==> config.mk <==
export PLATFORM = sky130hd
export DESIGN_NAME = fu_sequencer
export DESIGN_NICKNAME = d
export VERILOG_FILES = /design/src/rtl/fu_sequencer_pkg.sv /design/src/rtl/fu_sequencer.sv
export SDC_FILE = /design/constraint.sdc
export NUM_CORES = 1
export LEC_CHECK = 0
export ABC_AREA = 1
export ABC_CLOCK_PERIOD_IN_PS = 1900
export BUFFER_PORTS_ARGS = -buffer_cell sky130_fd_sc_hd__clkbuf_2
export CORE_MARGIN = 4
export CORE_UTILIZATION = 53
export CTS_CLUSTER_SIZE = 25
export DETAILED_ROUTE_END_ITERATION = 8
export GPL_TIMING_DRIVEN = 0
export PLACE_DENSITY = 0.78
export SLEW_MARGIN = 15
export SYNTH_ARGS = -nofsm -noshare
export SYNTH_HDL_FRONTEND = slang
export SYNTH_SLANG_ARGS = --single-unit
==> constraint.sdc <==
create_clock -name clk -period 1.9 [get_ports clk]
set_input_delay 0.095 -clock clk [delete_from_list [all_inputs] [get_ports clk]]
set_output_delay 0.095 -clock clk [all_outputs]
set_load 0.1 [all_outputs]
==> src/rtl/fu_sequencer_pkg.sv <==
// Shared definitions for the FU issuing sequencer: FU opcodes, status flag
// bit positions and the sequencer state encoding.
package fu_sequencer_pkg;

    localparam logic [3:0] OP_AND  = 4'b0000;
    localparam logic [3:0] OP_OR   = 4'b0001;
    localparam logic [3:0] OP_NOT  = 4'b0010;
    localparam logic [3:0] OP_XOR  = 4'b0011;
    localparam logic [3:0] OP_ADD  = 4'b0100;
    localparam logic [3:0] OP_SUB  = 4'b0101;
    // MUL8 occupies the whole 10xx group; this is its base code.
    localparam logic [3:0] OP_MUL8 = 4'b1000;
    localparam logic [3:0] OP_LSL  = 4'b1100;
    localparam logic [3:0] OP_LSR  = 4'b1101;
    localparam logic [3:0] OP_ASL  = 4'b1110;
    localparam logic [3:0] OP_ASR  = 4'b1111;

    localparam int ST_N = 0;
    localparam int ST_Z = 1;
    localparam int ST_C = 2;
    localparam int ST_V = 3;

    typedef enum logic [1:0] {
        S_IDLE = 2'd0,
        S_EXEC = 2'd1,
        S_MUL  = 2'd2,
        S_RESP = 2'd3
    } state_t;

endpackage

==> src/rtl/fu_sequencer.sv <==
// Issues commands to the 16-bit FU, returns responses, owns the PSR, and
// sequences MUL16 as WIDTH shift-add iterations through the FU ADD path.
module fu_sequencer
    import fu_sequencer_pkg::*;
#(
    parameter int WIDTH = 16
) (
    input  logic             clk,
    input  logic             rst_n,
    input  logic             cmd_valid,
    output logic             cmd_ready,
    input  logic [3:0]       cmd_op,
    input  logic             cmd_mul16,
    input  logic             cmd_setcc,
    input  logic [WIDTH-1:0] cmd_a,
    input  logic [WIDTH-1:0] cmd_b,
    output logic [WIDTH-1:0] fu_a,
    output logic [WIDTH-1:0] fu_b,
    output logic [3:0]       fu_opcode,
    input  logic [WIDTH-1:0] fu_result,
    input  logic [3:0]       fu_status,
    output logic             rsp_valid,
    input  logic             rsp_ready,
    output logic [WIDTH-1:0] rsp_result,
    output logic [WIDTH-1:0] rsp_hi,
    output logic [3:0]       psr
);

    localparam int CNT_W = $clog2(WIDTH);

    // Handshakes: a transfer happens on a rising edge where valid and ready
    // are both high; once raised, rsp_valid and the response hold until then.
    state_t           state, next_state;
    logic             accept;
    logic             setcc_q;
    logic [WIDTH-1:0] hi_q, lo_q, m_q;
    logic [CNT_W-1:0] cnt;
    logic [WIDTH-1:0] hi_nx, lo_nx;
    logic             mul_last;
    logic [3:0]       mul_psr;

    always_ff @(posedge clk or negedge rst_n) begin
        if (!rst_n) state <= S_IDLE;
        else        state <= next_state;
    end

    always_comb begin
        next_state = state;
        cmd_ready  = 1'b0;
        rsp_valid  = 1'b0;
        case (state)
            S_IDLE: begin
                cmd_ready = 1'b1;
                if (cmd_valid) next_state = cmd_mul16 ? S_MUL : S_EXEC;
            end
            S_EXEC: next_state = S_RESP;
            S_MUL:  if (mul_last) next_state = S_RESP;
            S_RESP: begin
                rsp_valid = 1'b1;
                if (rsp_ready) next_state = S_IDLE;
            end
            default: next_state = S_IDLE;
        endcase
    end

    assign accept   = cmd_valid && cmd_ready;
    assign mul_last = (cnt == CNT_W'(WIDTH - 1));

    // One shift-add step: {carry, sum, lo} shifted right by one.
    assign hi_nx = {fu_status[ST_C], fu_result[WIDTH-1:1]};
    assign lo_nx = {fu_result[0], lo_q[WIDTH-1:1]};

    always_comb begin
        mul_psr       = '0;
        mul_psr[ST_N] = hi_nx[WIDTH-1];
        mul_psr[ST_Z] = ({hi_nx, lo_nx} == '0);
        mul_psr[ST_V] = (hi_nx != '0);
    end

    // fu_* are registered so they hold their last driven value in IDLE/RESP.
    always_ff @(posedge clk or negedge rst_n) begin
        if (!rst_n) begin
            fu_a       <= '0;
            fu_b       <= '0;
            fu_opcode  <= OP_AND;
            rsp_result <= '0;
            rsp_hi     <= '0;
            psr        <= '0;
            setcc_q    <= 1'b0;
            hi_q       <= '0;
            lo_q       <= '0;
            m_q        <= '0;
            cnt        <= '0;
        end else begin
            case (state)
                S_IDLE: if (accept) begin
                    setcc_q <= cmd_setcc;
                    if (cmd_mul16) begin
                        hi_q      <= '0;
                        lo_q      <= cmd_b;
                        m_q       <= cmd_a;
                        cnt       <= '0;
                        fu_a      <= '0;
                        fu_b      <= cmd_b[0] ? cmd_a : '0;
                        fu_opcode <= OP_ADD;
                    end else begin
                        fu_a      <= cmd_a;
                        fu_b      <= cmd_b;
                        fu_opcode <= cmd_op;
                    end
                end
                S_EXEC: begin
                    rsp_result <= fu_result;
                    rsp_hi     <= '0;
                    if (setcc_q) psr <= fu_status;
                end
                S_MUL: begin
                    hi_q <= hi_nx;
                    lo_q <= lo_nx;
                    cnt  <= cnt + 1'b1;
                    if (mul_last) begin
                        rsp_hi     <= hi_nx;
                        rsp_result <= lo_nx;
                        if (setcc_q) psr <= mul_psr;
                    end else begin
                        fu_a <= hi_nx;
                        fu_b <= lo_nx[0] ? m_q : '0;
                    end
                end
                default: ;
            endcase
        end
    end

endmodule

==> reports/metrics.csv <==
metric;value;unit
status;finished clean;
r2r_slack;0.09;ns
ys.warnings.count;0;
reg2reg_to;lo_q[14];
numCtsBuffers;9;
vias_per_cell;5.62;
gr-usage-met1;0.397;
clock_skew;0.0102;ns
initial_utilization;0.545;
clk_latency;0.37;ns
gp_congestion;0.949;
slew_headroom;0.627;
critPathLaunchType;flip-flop;
crit_family;buffers and inverters;
post-route-min-period;1.81;ns
firstDrtPassIters;6;
die-area;11100;um^2
maxSlewViolCount;0;
grt_busiest_layer;met2;
clockBufferDepth;2;
use_met2;0.434;
hold_class;in -> reg;
synth_fp_nets;662;
cpMostUsedCell;inv_2;
fp.dieH;105;um
wire_per_inst;17.5;um
htree_num_levels;3;
wirelength;15500;um
grt_pass1_wl;24900;um
coreArea;9240;um^2
hold_viol;0;
route.detailed.drc;0;
setup_viol;0;
nets;818;
clock-sinks;110;
grt_max_degree;81;
max-cap-violations;0;
crit_chain;inv_2 > ha_4 > inv_2 > buf_4 > nand4_1 > clkbuf_4 > o221ai_1;
crit_required;2.18;ns
area_growth;24.1;%
grt_pass1_vias;4865;
dpl.hpwl;11600;um
synth_area;5040;um^2
cpMaxStageDelayCell;dfrtp_1;
cts_tree;yes;
fin_util;0.677;
rows;35;
slowest_delay;0.41;ns
path_class;reg -> reg;
cts_root_buf;clkbuf_8;
ys_ff_latch;110;
track_usage;0.283;
min_to;rsp_result[3];
ant_nets;0;
drt-initial-drc-count;429;
globalRouteMet3Util;0.0551;
syn_area_per_cell;8.47;um^2
io_pins;136;
synth_cell_types;28;
fmax;0.552;GHz
fin_crit_sh;0.954;
r2r_start;state[0];
hold_path_depth;3;
tightest_slew;0.562;ns
cp_max_fo;10;
end_kind;flip-flop;
min_from;fu_result[3];
port_buffers;135;
synthCells;595;
path_clk_slew;0.10;ns
arrival;2.10;ns
yosysSeqAreaShare;0.546;
vias;4967;
antenna_cells;0;
grt_overflow_total;0;
antenna_found_initial;0;
cp.buffers_inverters;4;
die_w;105;um
ff2ff_path_depth;7;
drive_gt1_frac;0.254;
[synthesized netlist by cell type, drive strengths merged]
| cell | count | area [um^2] |
|---|---|---|
| nand2 | 188 | 718 |
| a22oi | 1 | 7.51 |
| buf | 23 | 129 |
| clkinv | 1 | 3.75 |
| ha | 5 | 62.6 |
| o221ai | 26 | 228 |
| o21a | 1 | 7.51 |
| nand3 | 20 | 100 |
| a21oi | 13 | 65.1 |
| nor3 | 2 | 10.0 |
| o21ai | 50 | 250 |
| nor2 | 61 | 231 |
| dfrtp | 110 | 2750 |
| a31oi | 29 | 181 |
| inv | 51 | 194 |
| o31ai | 1 | 7.51 |
| a22o | 3 | 26.3 |
| nand4 | 2 | 27.5 |
| clkbuf | 6 | 22.5 |
| or2 | 2 | 12.5 |
[how the worst max path moves through the flow]
stage,startpoint,to,slack [ns],cells past startpoint
after CTS,state[0],lo_q[14],0.01,7
after detailed placement,state[0],lo_q[9],-0.06,7
after global routing,state[1],fu_a[12],-0.02,10
after global placement,rst_n,fu_b[13],-0.76,1
final,state[0],lo_q[14],0.09,7
after floorplan,state[0],fu_a[11],0.12,9
[cell usage in the layout (no fill, tap or decap), types with 5 or more instances in the layout]
cell type      synthesis  layout
inv_1                 48      47
a21oi_1               13      13
clkbuf_8               0      11
clkbuf_2               0     136
dlygate4sd3_1          0       7
a31oi_1               29      29
buf_4                  3       6
nor2_1                60      60
clkbuf_4               0       5
buf_2                 19      13
o21ai_0               50      50
nand2_1              185     183
dfrtp_1              110     110
o221ai_1              26      26
nand3_1               20      20
[per-layer routing]
metal  routed length, um  vias up  part of all wire
li1                    -     2280                 -
met1                6390     2340              0.41
met2                7080      302              0.46
met3                1530       45             0.099
met4                 510        0             0.033
met5                   0        -                 0
[kinds of logic after synthesis]
logic type	Yosys count	synth area share
AO/OA/AOI/OAI	124	0.154
adder cells (fa/ha/maj)	5	0.0124
buffers and inverters	81	0.0693
flip-flops	110	0.546
AND/OR/NAND/NOR	275	0.218
[timing repair]
item / 4_1_cts / 5_1_grt
setup buffers: 0 / 3
gates cloned: 0 / 0
endpoints found under the setup margin: 31 / 49
gates resized for setup: 1 / 14
hold endpoints to repair: 112 / 0
hold buffers: 7 / 0
[tightest hold or removal path: stages]
cell and delay, ns:
clkbuf_2 0.11, nand2_1 0.07, a31oi_1 0.07
[state kept, by name (all words and copies together), names as in the netlist]
signal      flops
fu_a           16
fu_b           16
m_q            16
rsp_hi         16
rsp_result     16
lo_q           15
cnt             4
fu_opcode       4
psr             4
state           2
setcc_q         1
[metrics by stage]
stage                     std cells  area (um^2)  TNS (ns)  hold slack (ns)  setup slack, ns
after detailed placement        860         5920    -0.557          0.00962          -0.0609
after floorplan                 595         5050         0           -0.201            0.117
after global routing            884         6250   -0.0208           0.0129          -0.0208
after CTS                       882         6200         0          0.00337           0.0118
final                           884         6250         0           0.0123           0.0879
after global placement          859         5890    -82.29            0.314           -0.755
[final cells by class]
type	instances	area [um^2]
Fill cell	784	2990
Buffer	28	161
Sequential cell	110	2750
Timing Repair Buffer	146	805
Tap cell	129	161
Clock inverter	5	67.6
Clock buffer	10	138
Inverter	52	201
Multi-Input combinational cell	404	1970
Power is not shown: default switching activity piles up to over one toggle a cycle in this logic, so the estimate is an artifact.
